File: src/rtl/fpu_alloc_scheduler.sv
// fpu_alloc_scheduler: shares NB_APUS FPU units among NB_CORES cores.
// One operation is offered to a unit at a time; each unit keeps an in-order
// FIFO of the core IDs it has accepted so results can be routed back.
module fpu_alloc_scheduler #(
    parameter int NB_CORES        = 4,
    parameter int NB_APUS         = 2,
    parameter int MAX_OUTSTANDING = 2,
    localparam int CID_W = (NB_CORES > 1) ? $clog2(NB_CORES) : 1,
    localparam int AID_W = (NB_APUS > 1) ? $clog2(NB_APUS) : 1
) (
    input  logic                clk,
    input  logic                rst,
    input  logic [NB_CORES-1:0] core_req_i,
    output logic [NB_CORES-1:0] core_gnt_o,
    output logic [NB_CORES-1:0] core_rvalid_o,
    output logic [NB_APUS-1:0]  apu_req_o,
    input  logic [NB_APUS-1:0]  apu_gnt_i,
    output logic [CID_W-1:0]    apu_id_o,
    output logic [AID_W-1:0]    apu_sel_o,
    input  logic [NB_APUS-1:0]  apu_rvalid_i,
    output logic [NB_APUS-1:0]  apu_busy_o,
    output logic                idle_o,
    output logic                err_o
);

    localparam int CNT_W = $clog2(MAX_OUTSTANDING + 1);
    localparam int PTR_W = (MAX_OUTSTANDING > 1) ? $clog2(MAX_OUTSTANDING) : 1;
    localparam logic [CNT_W-1:0] CNT_MAX  = CNT_W'(MAX_OUTSTANDING);
    localparam logic [PTR_W-1:0] PTR_LAST = PTR_W'(MAX_OUTSTANDING - 1);
    localparam logic [CID_W-1:0] CID_LAST = CID_W'(NB_CORES - 1);

    typedef enum logic {
        S_IDLE  = 1'b0,
        S_ISSUE = 1'b1
    } state_t;

    state_t              r_state;
    state_t              w_state_nxt;
    logic [CID_W-1:0]    r_core;
    logic [AID_W-1:0]    r_unit;
    logic [CID_W-1:0]    r_rr_ptr;
    logic [CNT_W-1:0]    r_count  [NB_APUS];
    logic [PTR_W-1:0]    r_rd_ptr [NB_APUS];
    logic [PTR_W-1:0]    r_wr_ptr [NB_APUS];
    logic [CID_W-1:0]    r_fifo   [NB_APUS][MAX_OUTSTANDING];
    logic [NB_CORES-1:0] r_pending;
    logic                r_err;

    logic [NB_CORES-1:0] w_elig;
    logic                w_any_core;
    logic [CID_W-1:0]    w_pick_core;
    int                  w_best;
    int                  w_dist;
    logic [NB_APUS-1:0]  w_free;
    logic                w_any_unit;
    logic [AID_W-1:0]    w_pick_unit;
    logic                w_start;
    logic [NB_APUS-1:0]  w_sel_oh;
    logic [NB_APUS-1:0]  w_nonempty;
    logic                w_gnt_hit;
    logic [NB_APUS-1:0]  w_push;
    logic [NB_APUS-1:0]  w_pop;
    logic [NB_CORES-1:0] w_grant;
    logic [NB_CORES-1:0] w_rvalid;
    logic                w_err_evt;
    logic                w_all_empty;
    logic                w_issue;

    // Arbitration: round-robin core from rr_ptr, lowest-index unit with credit.
    always_comb begin
        w_elig      = core_req_i & ~r_pending;
        w_any_core  = |w_elig;
        w_pick_core = '0;
        w_best      = NB_CORES;
        w_dist      = 0;
        for (int i = 0; i < NB_CORES; i++) begin
            if (w_elig[i]) begin
                w_dist = (i >= int'(r_rr_ptr)) ? (i - int'(r_rr_ptr))
                                               : (i + NB_CORES - int'(r_rr_ptr));
                if (w_dist < w_best) begin
                    w_best      = w_dist;
                    w_pick_core = CID_W'(i);
                end
            end
        end
        w_pick_unit = '0;
        for (int j = 0; j < NB_APUS; j++) begin
            w_free[j] = (r_count[j] != CNT_MAX);
        end
        for (int j = NB_APUS - 1; j >= 0; j--) begin
            if (w_free[j]) begin
                w_pick_unit = AID_W'(j);
            end
        end
        w_any_unit = |w_free;
        w_start    = (r_state == S_IDLE) && w_any_core && w_any_unit;
    end

    // Grant/result routing and protocol error detection.
    always_comb begin
        w_grant     = '0;
        w_rvalid    = '0;
        w_all_empty = 1'b1;
        for (int j = 0; j < NB_APUS; j++) begin
            w_sel_oh[j]   = (r_unit == AID_W'(j));
            w_nonempty[j] = (r_count[j] != '0);
            w_pop[j]      = apu_rvalid_i[j] && w_nonempty[j];
            if (w_nonempty[j]) begin
                w_all_empty = 1'b0;
            end
        end
        w_gnt_hit = (r_state == S_ISSUE) && |(apu_gnt_i & w_sel_oh);
        for (int j = 0; j < NB_APUS; j++) begin
            w_push[j] = w_gnt_hit && w_sel_oh[j];
        end
        for (int c = 0; c < NB_CORES; c++) begin
            w_grant[c] = w_gnt_hit && (r_core == CID_W'(c));
        end
        for (int j = 0; j < NB_APUS; j++) begin
            for (int c = 0; c < NB_CORES; c++) begin
                if (w_pop[j] && (r_fifo[j][r_rd_ptr[j]] == CID_W'(c))) begin
                    w_rvalid[c] = 1'b1;
                end
            end
        end
        w_err_evt = ((r_state == S_ISSUE) ? |(apu_gnt_i & ~w_sel_oh) : |apu_gnt_i)
                  | |(apu_rvalid_i & ~w_nonempty);
    end

    // FSM state register.
    always_ff @(posedge clk or posedge rst) begin
        if (rst) begin
            r_state <= S_IDLE;
        end else begin
            r_state <= w_state_nxt;
        end
    end

    // FSM next state: IDLE launches an offer, ISSUE waits for the unit grant.
    always_comb begin
        w_state_nxt = r_state;
        case (r_state)
            S_IDLE:  if (w_start)   w_state_nxt = S_ISSUE;
            S_ISSUE: if (w_gnt_hit) w_state_nxt = S_IDLE;
            default: w_state_nxt = S_IDLE;
        endcase
    end

    // Latched offer (core/unit) and round-robin pointer.
    always_ff @(posedge clk or posedge rst) begin
        if (rst) begin
            r_core   <= '0;
            r_unit   <= '0;
            r_rr_ptr <= '0;
        end else begin
            if (w_start) begin
                r_core <= w_pick_core;
                r_unit <= w_pick_unit;
            end
            if (w_gnt_hit) begin
                r_rr_ptr <= (r_core == CID_LAST) ? '0 : r_core + CID_W'(1);
            end
        end
    end

    // Per-unit FIFO control: counts and wrapping pointers.
    always_ff @(posedge clk or posedge rst) begin
        if (rst) begin
            for (int j = 0; j < NB_APUS; j++) begin
                r_count[j]  <= '0;
                r_rd_ptr[j] <= '0;
                r_wr_ptr[j] <= '0;
            end
        end else begin
            for (int j = 0; j < NB_APUS; j++) begin
                if (w_push[j]) begin
                    r_wr_ptr[j] <= (r_wr_ptr[j] == PTR_LAST) ? '0 : r_wr_ptr[j] + PTR_W'(1);
                end
                if (w_pop[j]) begin
                    r_rd_ptr[j] <= (r_rd_ptr[j] == PTR_LAST) ? '0 : r_rd_ptr[j] + PTR_W'(1);
                end
                case ({w_push[j], w_pop[j]})
                    2'b10:   r_count[j] <= r_count[j] + CNT_W'(1);
                    2'b01:   r_count[j] <= r_count[j] - CNT_W'(1);
                    default: r_count[j] <= r_count[j];
                endcase
            end
        end
    end

    // FIFO storage: contents are only meaningful below the count, so no reset.
    always_ff @(posedge clk) begin
        for (int j = 0; j < NB_APUS; j++) begin
            if (w_push[j]) begin
                r_fifo[j][r_wr_ptr[j]] <= r_core;
            end
        end
    end

    // Pending bits (a new grant cannot target a pending core) and sticky error.
    always_ff @(posedge clk or posedge rst) begin
        if (rst) begin
            r_pending <= '0;
            r_err     <= 1'b0;
        end else begin
            r_pending <= (r_pending & ~w_rvalid) | w_grant;
            r_err     <= r_err | w_err_evt;
        end
    end

    // Outputs are forced quiet while reset is asserted.
    assign w_issue       = (r_state == S_ISSUE) && !rst;
    assign apu_req_o     = w_issue ? w_sel_oh : '0;
    assign apu_id_o      = w_issue ? r_core : '0;
    assign apu_sel_o     = w_issue ? r_unit : '0;
    assign core_gnt_o    = rst ? '0 : w_grant;
    assign core_rvalid_o = rst ? '0 : w_rvalid;
    assign idle_o        = rst | ((r_state == S_IDLE) && w_all_empty);
    assign err_o         = r_err & ~rst;

    generate
        for (genvar g = 0; g < NB_APUS; g++) begin : g_busy
            assign apu_busy_o[g] = (r_count[g] == CNT_MAX) && !rst;
        end
    endgenerate

endmodule
File: config.mk
export PLATFORM = sky130hd
export DESIGN_NAME = fpu_alloc_scheduler
export DESIGN_NICKNAME = d
export VERILOG_FILES = /design/src/rtl/fpu_alloc_scheduler.sv
export SDC_FILE = /design/constraint.sdc
export NUM_CORES = 1
export LEC_CHECK = 0
export ABC_AREA = 1
export ABC_CLOCK_PERIOD_IN_PS = 4310
export CORE_MARGIN = 1
export CORE_UTILIZATION = 39
export CTS_CLUSTER_DIAMETER = 200
export DETAILED_ROUTE_END_ITERATION = 10
export PLACE_DENSITY = 0.65
export SYNTH_ARGS = -nofsm -noshare
export SYNTH_HDL_FRONTEND = slang
export SYNTH_SLANG_ARGS = --single-unit
export TNS_END_PERCENT = 50
File: constraint.sdc
create_clock -name clk -period 4.31 [get_ports clk]
set_input_delay 1.293 -clock clk [delete_from_list [all_inputs] [get_ports clk]]
set_output_delay 1.293 -clock clk [all_outputs]
set_load 0.01 [all_outputs]
==> impl_results.md <==
- Status: completed
- Data arrival, critical path: between 2 and 3 ns
- Htree depth: 1
- Multiplexer share of the synthesized area: under 10%
- Routability cong.: between 0.8 and 0.9
- Synth Area in Compound Gates: a little over a tenth
- Hold Vio Cnt, Final: 0
- Routed len/inst: 11.8 um
- Total CTS buffers: 3
- DR pass1 iterations: 4
- Kind of critical path: in -> out
- Total GRT Usage: 17.1%
- Simple-gate share of the synthesized area: a little under 20%
- FF+latch count, synth: 27
- Largest family of logic cells by synthesized area: simple AND/OR/NAND/NOR gates
- Total core area: about 0.0041 mm^2
- Fmax: around 0.24 GHz
- Root Driver: clkbuf_8
- Max-cap violation count: 0
- Skew final: about 0.0077 ns
- Initial antenna violation count: 0
- Adder-Cell Fraction of Synth Area: 11.1%
- Final setup fails: 0
- Dpl cell area: approximately 0.0021 mm^2
- Startpoint class of the critical path: primary input
- Grt ovf: 0
- Leakage Power: about 1.1 nW
- Number of I/O pins: 27
- Post-CTS Hold Buffers: 0
- Syn_nets: about 230
- Antenna Violating Nets Remaining: 0
- Std cell rows: 23
- Mapped Cells: between 200 and 250
- Netlist cell types: 28
- Die height: roughly 68 um
- Inst Count DP: slightly below 300
- Slew @ Worst Pin: between 0.3 and 0.4 ns
- Port Buf Inserts: 26
- Layout Cells excl Fill: approximately 300
- Routed WL: around 3600 um
- First-pass GRT wire length: 5850 um
- Avg Cell Area, Syn: between 8 and 9 um^2
- DRC: 0
- Die Area: 0.00461 mm^2
- Area growth from synthesis to layout: 28.4%
- Slew margin rel.: around 74%
- Post-CTS Setup Bufs: 0
- Fin area: 0.00218 mm^2
- Most frequent cells in the layout: inv_1 (44), nand2_1 (29), nor2_1 (23), clkdlybuf4s50_1 (23), dfrtp_1 (19)
- Worst hold margin: roughly 0.54 ns
- Number of diodes: 0
- Power density over cell area: between 600 and 700 mW/mm^2
- Commonest non-fill, non-tap cell in the layout: inv_1
- Clk buf depth: 2
- Placed wire-length estimate: slightly below 3000 um
- Via count: about 1400
- Post-Synth XOR/XNOR Area: approximately 4.1%
- Synthesized area: about 0.0017 mm^2
- Peak supply drop: between 200 and 300 uV
- DRT iter0 DRCs: 61
- CTS tree: done
- Clock latency on the worst-skew pair: about 0.28 ns
- Clock Sinks: 27
- Largest net degree at the start of global routing: 17
- Initial Util: between 40 and 50%
- Die Width: roughly 68 um
- Crit path capture type: output port
- Yosys synthesis warning count: 0
- Class of the worst hold path: reg -> reg
- Worst Path Required: a little over 3 ns
- Vias in the first global route: 1348
- Critical path peak fanout: 3
- Vias per cell: roughly 4.8
- Fin crit period: between 4 and 5 ns
- Overall power: roughly 1.4 mW
- Nets@finish: around 280
- Fin util: 53.2%
- Clock transition at path regs: 0.09 ns
- Register area share after synthesis: 42.2%
- Final period util: a little over nine tenths
- Max-slew violation count: 0
- Fraction of layout cells with a size suffix above 1: between 10% and 20%
## critical path, cell delays in order
cell	delay, ns
clkdlybuf4s50_1	0.48
o21ai_1	0.11
inv_1	0.11
nand2_1	0.09
o22ai_2	0.18
inv_1	0.05
nor2_1	0.08
clkdlybuf4s50_1	0.53
## kinds of logic after synthesis
family / after synthesis
compound gates: 32
xor+xnor: 8
fa+ha+maj: 15
buf+inv: 49
flops: 27
mux: 2
simple gates: 75
## synth_stat cells
library cell	n	area (um^2)
a41oi_1	1	8.76
o21ai_1	3	15.0
a21oi_1	4	20.0
o22ai_1	9	56.3
nand4_1	2	12.5
nand3_1	5	25.0
ha_1	15	188
clkbuf_1	1	3.75
xnor2_1	3	26.3
nor2_2	1	6.26
inv_1	44	165
inv_2	2	7.51
or2_1	1	6.26
edfxtp_1	8	240
o21ai_0	14	70.1
xor2_1	5	43.8
or2_2	2	12.5
clkinv_2	1	5.00
a2111oi_0	1	8.76
nand2_2	4	25.0
nor2_1	23	86.3
dfrtp_1	19	475
mux2i_1	2	20.0
nor3_1	5	25.0
nand2_1	30	113
buf_4	1	7.51
nand2_4	1	11.3
nand3_2	1	10.0
## power breakdown
part           internal (mW)  switching (mW)  total (mW)
clock                 0.0658          0.0835       0.149
combinational          0.335           0.430       0.765
sequential             0.374          0.0877       0.462
## registers in the layout, indices dropped and copies added, names as in the netlist
signal,flops
r_core,2
r_wr_ptr,2
r_rr_ptr,2
r_err,1
r_rd_ptr,2
r_pending,4
r_state,1
r_unit,1
r_count,4
r_fifo,8
## what timing repair did
item | 4_1_cts | 5_1_grt
endpoints found under the setup margin | 3 | 6
cloned | 0 | 0
resized for setup | 3 | 3
## per-stage QoR
stage | setup slack (ns) | TNS, ns
detailed placement | -0.117 | -0.231
CTS | 0.0313 | 0
global placement | -0.0780 | -0.146
floorplan | 0.689 | 0
finish | 0.0836 | 0
global route | -0.0162 | -0.0162
## final timing paths
kind	from	to	slack (ns)	cells after the start
worst max-delay path	apu_rvalid_i[0]	core_rvalid_o[2]	0.08	8
worst min-delay path	r_pending[1]	r_pending[1]	0.54	2
worst max register to register	r_rr_ptr[1]	r_core[1]	1.15	28
worst min register to register	r_pending[1]	r_pending[1]	0.54	2
max in group asynchronous	rst	r_unit	2.73	3
min in group asynchronous	rst	r_rd_ptr[0]	1.41	3
## per-layer routing
layer / track usage (%) / up-vias / part of all wire, % / wire, um
li1: - / 739 / - / -
met1: 23.6 / 640 / 50 / 1770
met2: 26.9 / 48 / 43 / 1520
met3: 1.33 / 9 / 5.0 / 178
met4: 8.33 / 0 / 2.3 / 83
met5: 0 / - / 0 / 0
## area by class of cell
class	count	area (um^2)
clock buffer	3	41.3
fill	393	1910
sequential	27	716
tap	50	62.6
inverter	47	178
timing repair buffer	41	373
clock inverter	1	7.51
multi-input combinational	132	798
Note: power is estimated with default switching activity, not from simulation.
